<file path="src/rtl/qtree_cfg_loader.sv">
`default_nettype none
// ============================================================================
// Module   : qtree_cfg_loader
// Brief    : Streams quadtree node records into per-stage node RAMs, with
//            optional read-back verification and lookup hold-off while loading.
// Revision : 1.0
// ============================================================================
module qtree_cfg_loader #(
    parameter int STAGES     = 8,
    parameter int A_WIDTH    = 8,
    parameter int D_WIDTH    = 16,
    parameter int VERIFY_EN  = 1,
    parameter int RD_LATENCY = 1,
    localparam int SW        = $clog2(STAGES)
) (
    input  logic                          clk_i,
    input  logic                          rst_n_i,
    input  logic                          rec_valid_i,
    output logic                          rec_ready_o,
    input  logic [SW-1:0]                 rec_stage_i,
    input  logic [A_WIDTH-1:0]            rec_addr_i,
    input  logic [3*D_WIDTH-1:0]          rec_data_i,
    input  logic                          rec_last_i,
    input  logic                          clear_err_i,
    output logic [STAGES-1:0]             wr_en_o,
    output logic [A_WIDTH-1:0]            wr_addr_o,
    output logic [3*D_WIDTH-1:0]          wr_data_o,
    output logic [STAGES-1:0]             rd_en_o,
    input  logic [STAGES*3*D_WIDTH-1:0]   rd_data_i,
    output logic                          busy_o,
    output logic                          done_o,
    output logic                          err_o,
    output logic [15:0]                   err_cnt_o
);

    localparam int         c_DW     = 3 * D_WIDTH;
    localparam int         c_CW     = (RD_LATENCY > 1) ? $clog2(RD_LATENCY) : 1;
    localparam logic [c_CW-1:0] c_WAIT_INIT = (RD_LATENCY > 1) ? c_CW'(RD_LATENCY - 2) : '0;
    localparam logic [SW:0] c_STAGES = (SW+1)'(STAGES);

    localparam logic [2:0] S_IDLE  = 3'd0;
    localparam logic [2:0] S_WRITE = 3'd1;
    localparam logic [2:0] S_READ  = 3'd2;
    localparam logic [2:0] S_WAIT  = 3'd3;
    localparam logic [2:0] S_CHECK = 3'd4;

    logic [2:0]         r_state;
    logic [2:0]         w_state_nxt;
    logic [SW-1:0]      r_stage;
    logic [A_WIDTH-1:0] r_addr;
    logic [c_DW-1:0]    r_data;
    logic               r_last;
    logic [c_CW-1:0]    r_wait;
    logic               r_done;
    logic               r_err;
    logic [15:0]        r_err_cnt;

    logic               w_hs;
    logic               w_stage_ok;
    logic [STAGES-1:0]  w_onehot;
    logic [c_DW-1:0]    w_rd_sel;
    logic               w_err_inc;

    assign w_hs       = rec_valid_i && (r_state == S_IDLE);
    // Stage indices past STAGES exist only when STAGES is not a power of two.
    assign w_stage_ok = ({1'b0, r_stage} < c_STAGES);
    assign w_onehot   = w_stage_ok ? ({{(STAGES-1){1'b0}}, 1'b1} << r_stage) : '0;

    always_comb begin
        w_rd_sel = '0;
        for (int s = 0; s < STAGES; s++) begin
            if (r_stage == SW'(s)) begin
                w_rd_sel = rd_data_i[s*c_DW +: c_DW];
            end
        end
    end

    assign w_err_inc = ((r_state == S_WRITE) && !w_stage_ok) ||
                       ((r_state == S_CHECK) && (w_rd_sel != r_data));

    // State register
    always_ff @(posedge clk_i or negedge rst_n_i) begin
        if (!rst_n_i) begin
            r_state <= S_IDLE;
        end else begin
            r_state <= w_state_nxt;
        end
    end

    // Next-state logic
    always_comb begin
        w_state_nxt = r_state;
        case (r_state)
            S_IDLE:  if (w_hs) w_state_nxt = S_WRITE;
            S_WRITE: w_state_nxt = (w_stage_ok && (VERIFY_EN != 0)) ? S_READ : S_IDLE;
            S_READ:  w_state_nxt = (RD_LATENCY > 1) ? S_WAIT : S_CHECK;
            S_WAIT:  if (r_wait == '0) w_state_nxt = S_CHECK;
            S_CHECK: w_state_nxt = S_IDLE;
            default: w_state_nxt = S_IDLE;
        endcase
    end

    // Record latch, wait counter, completion pulse and error status
    always_ff @(posedge clk_i or negedge rst_n_i) begin
        if (!rst_n_i) begin
            r_stage   <= '0;
            r_addr    <= '0;
            r_data    <= '0;
            r_last    <= 1'b0;
            r_wait    <= '0;
            r_done    <= 1'b0;
            r_err     <= 1'b0;
            r_err_cnt <= '0;
        end else begin
            if (w_hs) begin
                r_stage <= rec_stage_i;
                r_addr  <= rec_addr_i;
                r_data  <= rec_data_i;
                r_last  <= rec_last_i;
            end
            if (r_state == S_READ) begin
                r_wait <= c_WAIT_INIT;
            end else if (r_state == S_WAIT) begin
                r_wait <= r_wait - 1'b1;
            end
            r_done <= (r_state != S_IDLE) && (w_state_nxt == S_IDLE) && r_last;
            // A clear wins over an error raised in the same cycle.
            if (clear_err_i) begin
                r_err     <= 1'b0;
                r_err_cnt <= '0;
            end else if (w_err_inc) begin
                r_err <= 1'b1;
                if (r_err_cnt != 16'hFFFF) begin
                    r_err_cnt <= r_err_cnt + 16'd1;
                end
            end
        end
    end

    // Output logic
    always_comb begin
        rec_ready_o = (r_state == S_IDLE);
        busy_o      = (r_state != S_IDLE) || w_hs;
        wr_en_o     = (r_state == S_WRITE) ? w_onehot : '0;
        rd_en_o     = (r_state == S_READ)  ? w_onehot : '0;
    end

    assign wr_addr_o = r_addr;
    assign wr_data_o = r_data;
    assign done_o    = r_done;
    assign err_o     = r_err;
    assign err_cnt_o = r_err_cnt;

endmodule
`default_nettype wire

</file>
<file path="config.mk">
export PLATFORM = sky130hd
export DESIGN_NAME = qtree_cfg_loader
export DESIGN_NICKNAME = d
export VERILOG_FILES = /design/src/rtl/qtree_cfg_loader.sv
export SDC_FILE = /design/constraint.sdc
export NUM_CORES = 1
export LEC_CHECK = 0
export CORE_AREA = 10 10 202 204
export DETAILED_ROUTE_END_ITERATION = 16
export DIE_AREA = 0 0 212 214
export GPL_TIMING_DRIVEN = 0
export PLACE_DENSITY = 0.47
export SYNTH_ARGS = -nofsm -noshare
export SYNTH_HDL_FRONTEND = slang
export SYNTH_SLANG_ARGS = --single-unit
</file>
<file path="constraint.sdc">
create_clock -name clk_i -period 5.25 [get_ports clk_i]
set_input_delay 1.05 -clock clk_i [delete_from_list [all_inputs] [get_ports clk_i]]
set_output_delay 1.05 -clock clk_i [all_outputs]
set_load 0.02 [all_outputs]
</file>
==> impl_metrics.yaml <==
placed_design:
  routabilityCongestion: 0.8625
  port_buffers: 539
  dp_slack_ns: 0.3739
  dp.cells: 1651
  place_hpwl_um: 43310
status:
  outcome: "finished, final reports clean"
synthesis:
  yosysTopAreaCell: "dfrtp_1"
  synthFlopType: "dfrtp_1"
  syn_area_per_cell_um2: 11.30
  yosysWarningCount: 0
  synthArstFlopShare_pct: 100.0
  yosysSeqAreaShare_pct: 28.51
  synth-seq-cells: 82
  synth_cell_types: 60
  synth_edf_count: 0
  synth_fp_nets: 1086
  ys_top_cells_by_area: "dfrtp_1, mux4_2, mux2_2"
  synth_top_area_share_pct: 28.51
  synth_area_um2: 7198
  syn_inst: 637
sta:
  finClkSkew_ns: 0.01555
  whs_ns: 0.5029
  finalCritPeriodShare_pct: 88.34
  max_slew.worst_pin.slew_ns: 1.133
  fin_crit_ns: 4.638
  setup-violations-final: 0
  slew-limit-headroom_pct: 24.50
  slew_violations: 0
  hold_viol: 0
  timing.final.ws_setup_ns: 0.6121
  rsz0062_at_grt: "false"
  fmax_ghz: 0.2156
worst_setup_path:
  start_kind: "register"
  cp.arrival_ns: 3.59
  critPathLaunch: "r_stage[2]"
  cp_max_fo: 10
  reg2reg_slack_ns: 0.71
  endpoint: "wr_en_o[4]"
  worstReg2RegStart: "r_stage[2]"
  r2r_cells: 14
  rr_endpoint: "err_cnt_o[15]"
  criticalPathCategory: "reg -> out"
  worstSetupEndpointType: "primary output"
  cp.required_ns: 4.20
drt:
  viasPerCell: 4.784
  wl_per_cell_um: 30.71
  vias: 7975
  firstDrtPassIters: 5
  routed_wirelength_um: 51200
  drt_iter0_markers: 388
  ant_nets: 0
  route.detailed.drc: 0
finish:
  fillerInstances: 3812
  diodes: 0
  synthToLayoutAreaGrowth_pct: 87.41
  layoutNonFillerInstCount: 1667
  drive_above_1_share_pct: 16.93
  fin_nets: 1637
die:
  die-area_um2: 45370
  fp.dieW_um: 212
  coreArea_um2: 37040
  initial_core_util_pct: 19.43
  rows: 71
  fp.dieH_um: 214
  pin_count: 540
pwr:
  power.net_switching_w: 0.003171
  intPower_w: 0.003507
  ir_worst_vdd_mv: 0.1664
  clock_power_share_pct: 9.6
  leakage_nw: 5.026
  netSwitchingFraction_pct: 47.48
  p_comb_share_pct: 73.3
  totalPowerFinal_w: 0.006677
  pwr-share-seq_pct: 17.1
  pwr_density_cell_nw_per_um2: 495.0
clock_network:
  cts_buffers: 9
  clk_pin_slew_worst_paths_ns: 0.07
  cts_sinks: 82
  htreeDepth: 3
  root_buffer: "clkbuf_16"
  post_cts_resized: 0
  cts_setup_buffers: 0
  cts.hold.buffers_added: 0
  clock_latency_ns: 0.37
  cts_tree: "built"
  ctsLongestPathBuffers: 2
global_routing:
  grt_first_pass_wirelength_um: 70460
  antenna_found_initial: 5
  grt_max_degree: 58
  grt_util_all_layers_pct: 21.90
  grt_pass1_vias: 8785
  overflow: 0
worst_hold_path:
  hp-class: "reg -> reg"
run:
  max-cap-violations: 0
==> worst max-delay path: stages (launching register included) <==
cell and delay [ns]:
dfrtp_1 0.34, buf_4 0.21, buf_2 0.36, buf_4 0.34, buf_4 0.31, clkbuf_1 0.59, nand2_1 0.23, nor3_1 0.18
clkdlybuf4s50_1 0.64
==> layer usage <==
| layer | routed length, µm | global-route usage (%) | vias up |
|---|---|---|---|
| li1 | - | - | 3592 |
| met5 | 56 | 0 | - |
| met1 | 20420 | 25.23 | 4030 |
| met2 | 26340 | 39.70 | 322 |
| met3 | 4101 | 6.504 | 23 |
| met4 | 276 | 2.829 | 8 |
==> cell families after synthesis <==
kind of cell               after synthesis  share of synthesized area (%)
DFF                                     82                          28.51
muxes                                  204                          41.06
adders and majority gates                1                         0.1738
and+or+nand+nor                        149                          11.04
xor gates and xnor gates                41                          4.989
AOI/OAI and AO/OA                      103                          9.630
buffers and inverters                   57                          4.606
==> layout by cell type (no fill, tap or decap), types with 23 or more instances in the layout <==
| master | instances |
|---|---|
| nand2_1 | 24 |
| xnor2_1 | 28 |
| a21oi_1 | 23 |
| nor2_1 | 29 |
| mux2i_1 | 62 |
| mux2_2 | 75 |
| clkdlybuf4s50_1 | 538 |
| mux4_2 | 65 |
| dfrtp_1 | 82 |
==> worst min-delay path by stage <==
stage	start	to	slack, ns	cells after the start
floorplan	r_last	done_o	0.45	1
global placement	r_last	done_o	0.47	1
detailed placement	r_last	done_o	0.49	1
CTS	r_last	done_o	0.49	1
global route	wr_addr_o[4]	wr_addr_o[4]	0.52	1
finish	r_last	done_o	0.50	1
==> power by group through the flow <==
stage | clock, W | sequential [W] | combinational [W]
2_1_floorplan | 0 | 0.00139 | 0.00257
3_3_place_gp | 0 | 0.00115 | 0.00497
3_5_place_dp | 0 | 0.00116 | 0.00498
4_1_cts | 0.000658 | 0.00115 | 0.00500
5_1_grt | 0.000683 | 0.00118 | 0.00521
6_report | 0.000642 | 0.00114 | 0.00489
==> flip-flops by register name, summed over array words and instances, names as in the netlist <==
register and count:
done_o 1, err_cnt_o 16, err_o 1, r_last 1, r_stage 3, r_state 3
r_wait 1, wr_addr_o 8, wr_data_o 48
==> cell usage after synthesis, types with 3 or more instances <==
library cell / instances
nand3_1: 15
a22o_1: 3
mux4_2: 65
buf_2: 16
nor2_1: 29
a31oi_1: 3
o21ai_0: 14
dfrtp_1: 82
nand2b_1: 12
o211ai_1: 4
o22ai_1: 16
clkbuf_1: 12
mux2_2: 75
buf_6: 8
nor3_1: 9
nand4_1: 5
or3_1: 4
and3_1: 9
nor4_1: 9
o31ai_1: 5
buf_4: 10
nor2b_1: 13
and2_1: 5
inv_1: 7
or4_1: 6
a22oi_1: 12
mux2i_1: 62
xor2_1: 13
a211oi_1: 3
nand2_1: 24
a21oi_1: 23
xnor2_1: 28
a221oi_1: 3
==> per-stage QoR <==
stage,TNS [ns],utilization [%],instance area [µm²]
floorplan,0,-,7198
detailed placement,0,35.66,13210
CTS,0,36.42,13490
global placement,-44.39,35.60,13190
global route,0,36.42,13490
finish,0,36.42,13490
==> final cells by class <==
| cell class | instances | area [µm²] | area share, % |
|---|---|---|---|
| Tap cell | 474 | 593.1 | 4.396 |
| Clock inverter | 7 | 53.80 | 0.3988 |
| Multi-Input combinational cell | 498 | 4815 | 35.69 |
| Buffer | 48 | 297.8 | 2.207 |
| Inverter | 9 | 33.78 | 0.2504 |
| Sequential cell | 82 | 2052 | 15.21 |
| Timing Repair Buffer | 540 | 5420 | 40.18 |
| Clock buffer | 9 | 225.2 | 1.669 |
No activity file was read; power rests on OpenSTA's default activity.
